==> src/rtl/bram_load_ctrl.sv <==
// -----------------------------------------------------------------------------
// bram_load_ctrl
//
// Load sequencer for the 16-way feature/weight BRAM bank. A load command
// (first buffer, buffer count, words per buffer) is accepted in IDLE. Then a
// valid/ready stream of data words is written into the buffers. The word
// address is walked inside each buffer, and the buffer index is walked across
// buffers. This block is the only master of the shared address/data/write-enable
// bus that bram_mux fans out to the buffers using address bits [12:9].
//
// Optional feature (compile-time macro):
//   BRAM_LOAD_STAT_EN  - adds o_stall_cnt, a saturating count of LOAD cycles
//                        without valid input. It is cleared on each accepted
//                        start.
//
// Ports:
//   i_clk        in   clock, rising edge
//   i_rstn       in   asynchronous active-low reset
//   i_start      in   command strobe, sampled only in IDLE
//   i_buf_base   in   first buffer index
//   i_buf_cnt    in   buffers to fill (1..BUF_NUM)
//   i_word_cnt   in   words per buffer (1..2**WORD_AW)
//   i_valid      in   input word valid
//   i_data       in   input word
//   o_ready      out  input ready (state == LOAD)
//   o_bram_addr  out  registered write address {0, buf, 0, word}
//   o_bram_data  out  registered write data
//   o_bram_we    out  registered write enable
//   o_busy       out  state != IDLE
//   o_done       out  one-cycle completion pulse (state == DONE)
//   o_stall_cnt  out  [BRAM_LOAD_STAT_EN only] stall cycle counter
//   o_err        out  sticky illegal-command flag
// -----------------------------------------------------------------------------
module bram_load_ctrl #(
  parameter int ADDR_WIDTH   = 14,
  parameter int BRAM_DATA_WD = 32,
  parameter int BUF_NUM      = 16,
  parameter int WORD_AW      = 8
) (
  input  logic                    i_clk,
  input  logic                    i_rstn,
  input  logic                    i_start,
  input  logic [3:0]              i_buf_base,
  input  logic [4:0]              i_buf_cnt,
  input  logic [WORD_AW:0]        i_word_cnt,
  input  logic                    i_valid,
  input  logic [BRAM_DATA_WD-1:0] i_data,
  output logic                    o_ready,
  output logic [ADDR_WIDTH-1:0]   o_bram_addr,
  output logic [BRAM_DATA_WD-1:0] o_bram_data,
  output logic                    o_bram_we,
  output logic                    o_busy,
  output logic                    o_done,
`ifdef BRAM_LOAD_STAT_EN
  output logic [15:0]             o_stall_cnt,
`endif
  output logic                    o_err
);

  localparam int BUF_AW = 4;

  // Sized limits so that the legality compares do not mix widths.
  localparam logic [BUF_AW:0]   BUF_CNT_MAX  = (BUF_AW + 1)'(BUF_NUM);
  localparam logic [BUF_AW+1:0] BUF_END_MAX  = (BUF_AW + 2)'(BUF_NUM);
  localparam logic [WORD_AW:0]  WORD_CNT_MAX = (WORD_AW + 1)'(1 << WORD_AW);

  typedef enum logic [1:0] {
    ST_IDLE = 2'd0,
    ST_LOAD = 2'd1,
    ST_DONE = 2'd2
  } state_e;

  state_e               state_q;
  logic [BUF_AW-1:0]    buf_q;        // absolute buffer index being written
  logic [WORD_AW-1:0]   word_q;       // word index inside the current buffer
  logic [BUF_AW-1:0]    last_buf_q;   // base + buf_cnt - 1
  logic [WORD_AW-1:0]   last_word_q;  // word_cnt - 1

  // ---------------------------------------------------------------------------
  // Command legality. The end index is one bit wider than a buffer index, so
  // base + cnt == 16 is still representable. Wrap past buffer 15 is rejected.
  // ---------------------------------------------------------------------------
  logic [BUF_AW+1:0] buf_end;
  logic              cmd_illegal;

  assign buf_end     = {2'b00, i_buf_base} + {1'b0, i_buf_cnt};
  assign cmd_illegal = (i_buf_cnt == '0)
                    || (i_buf_cnt > BUF_CNT_MAX)
                    || (i_word_cnt == '0)
                    || (i_word_cnt > WORD_CNT_MAX)
                    || (buf_end > BUF_END_MAX);

  // The last indices are derived in the narrow index width. A word count of
  // 2**WORD_AW truncates to 0, and 0 - 1 wraps to the top word. A buffer count
  // of 16 truncates to 0 in the same way, so base + 0 - 1 gives the top buffer.
  logic [WORD_AW-1:0] cmd_last_word;
  logic [BUF_AW-1:0]  cmd_last_buf;

  assign cmd_last_word = i_word_cnt[WORD_AW-1:0] - 1'b1;
  assign cmd_last_buf  = i_buf_base + i_buf_cnt[BUF_AW-1:0] - 1'b1;

  logic xfer;
  logic word_wrap;

  assign xfer      = (state_q == ST_LOAD) && i_valid;
  assign word_wrap = (word_q == last_word_q);

  // ---------------------------------------------------------------------------
  // Control FSM and registered write port
  // ---------------------------------------------------------------------------
  // NOTE: every register below is updated with non-blocking assignments, so
  // each right-hand side sees the pre-edge value regardless of statement order.
  always_ff @(posedge i_clk or negedge i_rstn) begin
    if (!i_rstn) begin
      state_q     <= ST_IDLE;
      buf_q       <= '0;
      word_q      <= '0;
      last_buf_q  <= '0;
      last_word_q <= '0;
      o_bram_addr <= '0;
      o_bram_data <= '0;
      o_bram_we   <= 1'b0;
      o_err       <= 1'b0;
    end else begin
      // Write enable is a single-cycle strobe per accepted word. Address and
      // data are only loaded on a transfer, so they hold while we is low.
      o_bram_we <= 1'b0;

      unique case (state_q)
        ST_IDLE: begin
          if (i_start) begin
            if (cmd_illegal) begin
              o_err <= 1'b1;
            end else begin
              o_err       <= 1'b0;
              buf_q       <= i_buf_base;
              word_q      <= '0;
              last_buf_q  <= cmd_last_buf;
              last_word_q <= cmd_last_word;
              state_q     <= ST_LOAD;
            end
          end
        end

        ST_LOAD: begin
          if (xfer) begin
            o_bram_we   <= 1'b1;
            o_bram_addr <= {1'b0, buf_q, 1'b0, word_q};
            o_bram_data <= i_data;
            if (word_wrap) begin
              word_q <= '0;
              // After the last buffer this increment is never used, because
              // the FSM leaves LOAD on the same edge.
              buf_q  <= buf_q + 1'b1;
              if (buf_q == last_buf_q) begin
                state_q <= ST_DONE;
              end
            end else begin
              word_q <= word_q + 1'b1;
            end
          end
        end

        ST_DONE: begin
          state_q <= ST_IDLE;
        end

        default: begin
          state_q <= ST_IDLE;
        end
      endcase
    end
  end

  // These are decoded from the state register alone. o_done therefore lines
  // up with the final write strobe: both follow the last handshake edge.
  assign o_ready = (state_q == ST_LOAD);
  assign o_busy  = (state_q != ST_IDLE);
  assign o_done  = (state_q == ST_DONE);

`ifdef BRAM_LOAD_STAT_EN
  // ---------------------------------------------------------------------------
  // Stall statistics: LOAD cycles with no input word, saturating.
  // ---------------------------------------------------------------------------
  always_ff @(posedge i_clk or negedge i_rstn) begin
    if (!i_rstn) begin
      o_stall_cnt <= '0;
    end else if ((state_q == ST_IDLE) && i_start && !cmd_illegal) begin
      o_stall_cnt <= '0;
    end else if ((state_q == ST_LOAD) && !i_valid && (o_stall_cnt != 16'hFFFF)) begin
      o_stall_cnt <= o_stall_cnt + 1'b1;
    end
  end
`endif

endmodule

==> config.mk <==
export PLATFORM = sky130hd
export DESIGN_NAME = bram_load_ctrl
export DESIGN_NICKNAME = d
export VERILOG_FILES = /design/src/rtl/bram_load_ctrl.sv
export SDC_FILE = /design/constraint.sdc
export NUM_CORES = 1
export LEC_CHECK = 0
export BUFFER_PORTS_ARGS = -buffer_cell sky130_fd_sc_hd__buf_4
export CORE_ASPECT_RATIO = 0.7
export CORE_UTILIZATION = 56
export DETAILED_ROUTE_END_ITERATION = 7
export PLACE_DENSITY = 0.9
export SLEW_MARGIN = 20
export SYNTH_ARGS = -nofsm -noshare
export SYNTH_HDL_FRONTEND = slang
export SYNTH_SLANG_ARGS = --single-unit
==> constraint.sdc <==
create_clock -name i_clk -period 3.22 [get_ports i_clk]
set_clock_uncertainty 0.15 [all_clocks]
set_input_delay 0.161 -clock i_clk [delete_from_list [all_inputs] [get_ports i_clk]]
set_output_delay 0.161 -clock i_clk [all_outputs]
set_load 0.03 [all_outputs]
==> flow_summary.json <==
{
  "finalHoldViolations": 0,
  "die_h_um": 69.4,
  "coreArea_um2": 6250,
  "crit_slowest_cell": "a2111oi_1",
  "p_leak_uw": 0.00244,
  "die_w_um": 98.3,
  "drt-initial-drc-count": 199,
  "violations": "DRC",
  "crit_path_start_kind": "primary input",
  "setup_violations": 0,
  "yosysTopAreaCell": "dfrtp_1",
  "antenna_found_initial": 0,
  "initial_core_util_pct": 58.3,
  "switching_power_uw": 1870,
  "synth-main-ff-cell": "dfrtp_1",
  "yosysSeqAreaShare_pct": 49.5,
  "min_period_ps": 2790,
  "max_freq_mhz": 359,
  "fin_util_pct": 81.1,
  "ir_drop_mv": 0.616,
  "synth_top_area_share_pct": 49.5,
  "cap_violations": 0,
  "cts-root-buf": "clkbuf_8",
  "drive_gt1_share_pct": 41.2,
  "worstPathRequired_ps": 3290,
  "overflow": 0,
  "htreeDepth": 3,
  "wirelength_um": 9250,
  "slew_headroom_pct": 40.9,
  "comb_power_share_pct": 46.8,
  "gp_congestion": 0.867,
  "syn-cell-area_um2": 3640,
  "layout_commonest_cell": "buf_4",
  "clkPwrFrac_pct": 18.6,
  "final.setup.tns_ps": 0,
  "drc_errors": 8,
  "path_delay_family": "simple AND/OR/NAND/NOR gates",
  "timing.final.crit_share_pct": 86.5,
  "clkTransAtPathRegs_ps": 70,
  "io_pins": 105,
  "hp-class": "in -> reg",
  "post-place-ws_ps": 127,
  "clock_latency_ps": 340,
  "final_nets": 510,
  "seq_power_share_pct": 34.6,
  "ys_warn_count": 0,
  "synth_edf_count": 0,
  "rsz0062_at_grt": "no",
  "switching_share_pct": 40.3,
  "port_buffers": 102,
  "clock_sinks": 72,
  "ant_nets": 0,
  "synth.area.top_cells": "dfrtp_1 (50%), mux2_2 (15%), ha_1 (4.1%), xnor2_1 (3.1%), inv_1 (2.3%)",
  "status": "finished with violations",
  "vias_per_cell": 5.65,
  "post_cts_buffers": 0,
  "track_usage_pct": 28.7,
  "crit_type": "in -> reg",
  "first_pass_iters": 6,
  "worst_hold_slack_ps": 39.7,
  "antenna_cells": 0,
  "worstMarginPinSlew_ps": 887,
  "p_int_uw": 2770,
  "cts_resized": 0,
  "ys_async_sr_fraction_pct": 100,
  "row_count": 24,
  "slew_violations": 0,
  "place.detailed.hpwl_um": 5970,
  "power_density_nw_per_um2": 916,
  "hold_start": "i_word_cnt[5]",
  "syn_area_per_cell_um2": 12.1,
  "grt_pass1_wl_um": 15200,
  "layout_setup_ws_ps": 435,
  "crit_start": "i_buf_base[0]",
  "grt_pass1_vias": 3060,
  "cp_slowest_stage_delay_ps": 560,
  "worstPathArrival_ps": 2850,
  "cts_tree": "done",
  "layout_common_cells": "buf_4 (106), dfrtp_1 (72), mux2_2 (47)",
  "grt_max_degree": 73,
  "area_delta_synth_final_pct": 39.3,
  "wire_per_inst_um": 17.6,
  "ys_ff_latch": 72,
  "crit_path_end_kind": "register",
  "critical_path.max_fanout": 14,
  "syn_inst": 300,
  "clock_path_buffers": 2,
  "vias": 2964,
  "path_cells": "buf_4 > ha_1 > fa_1 > or3_1 > a2111oi_1 > or4_4 > and4_4 > mux2_2",
  "cts_buffers": 9,
  "total_power_uw": 4640,
  "die_area_um2": 6830,
  "synthDistinctLibCells": 53,
  "cp_num_buf_inv": 1,
  "reg2reg_from": "state_q[1]"
}
## metal layers
| layer | wire length (um) | global-route usage, % |
|---|---|---|
| met1 | 3940 | 38.1 |
| met2 | 4580 | 48.0 |
| met3 | 640 | 8.27 |
| met4 | 84 | 4.98 |
| met5 | 0 | 0 |
## worst paths after layout
path | end | slack, ps | cells after the start
setup / recovery | last_word_q[3] | 430 | 8
hold / removal | last_word_q[5] | 40 | 3
setup reg to reg | word_q[7] | 770 | 6
hold reg to reg | o_bram_data[28] | 360 | 1
max in group asynchronous | o_bram_we | 2010 | 2
min in group asynchronous | o_bram_addr[5] | 340 | 2
## power by group through the flow
| stage | registers, uW | clock network (uW) | logic [uW] |
|---|---|---|---|
| after floorplan | 2010 | 0 | 906 |
| after global placement | 1570 | 0 | 2030 |
| after detailed placement | 1590 | 0 | 2100 |
| after CTS | 1580 | 876 | 2150 |
| after global routing | 1640 | 921 | 2310 |
| final | 1610 | 865 | 2170 |
## cells in the mapped netlist (2+ instances only)
| master | instances |
|---|---|
| dfrtp_1 | 72 |
| and3_1 | 4 |
| ha_1 | 12 |
| o21ai_0 | 8 |
| inv_1 | 22 |
| xor2_1 | 9 |
| mux2i_1 | 4 |
| a31oi_1 | 7 |
| or3_1 | 6 |
| a211oi_1 | 2 |
| a31o_2 | 2 |
| nand2_1 | 6 |
| nor4_1 | 2 |
| a21oi_1 | 10 |
| nand4_1 | 4 |
| nand3_1 | 2 |
| buf_4 | 2 |
| xnor2_1 | 13 |
| a41oi_1 | 4 |
| mux2_2 | 47 |
| o41ai_1 | 3 |
| a22oi_1 | 2 |
| nor2_1 | 12 |
| fa_1 | 2 |
| mux2_4 | 5 |
| a21o_1 | 2 |
| a311o_1 | 2 |
| o21ba_2 | 2 |
| clkbuf_1 | 8 |
## stage by stage
stage	instance area, um^2	std cells
6_report	5070	525
5_1_grt	5070	525
4_1_cts	5070	525
3_5_place_dp	4460	473
3_3_place_gp	4460	473
2_1_floorplan	3640	301
## worst min-delay path, delay by kind of cell
family	cells	cell delay, ps
XOR/XNOR	1	100
buffers and inverters	1	90
multiplexers	1	130
## area by class of cell
type	count	area, um^2
fill	365	1180
inverter	23	86.3
sequential	72	1800
tap	78	97.6
timing repair buffer	142	1160
clock buffer	11	141
multi-input combinational	194	1680
clock inverter	5	104
## what timing repair did
item                                    in CTS  in global routing
hold buffers                                36                  0
hold endpoints to repair                   108                  0
endpoints found under the setup margin       0                  0
## kinds of logic after synthesis
group / after synthesis / synth area share [%]
flops: 72 / 49.5
mux: 56 / 17.7
compound gates: 53 / 10.4
simple gates: 47 / 7.26
buf+inv: 35 / 4.47
xor+xnor: 22 / 5.30
fa+ha+maj: 14 / 5.23
other cells: 1 / 0.103
## state kept, by name, summed over array words and instances, names as in the netlist
name,cells
state_q,2
buf_q,4
last_buf_q,4
o_err,1
o_bram_addr,12
word_q,8
o_bram_we,1
o_bram_data,32
last_word_q,8
Power figures use the tool's default switching activity.
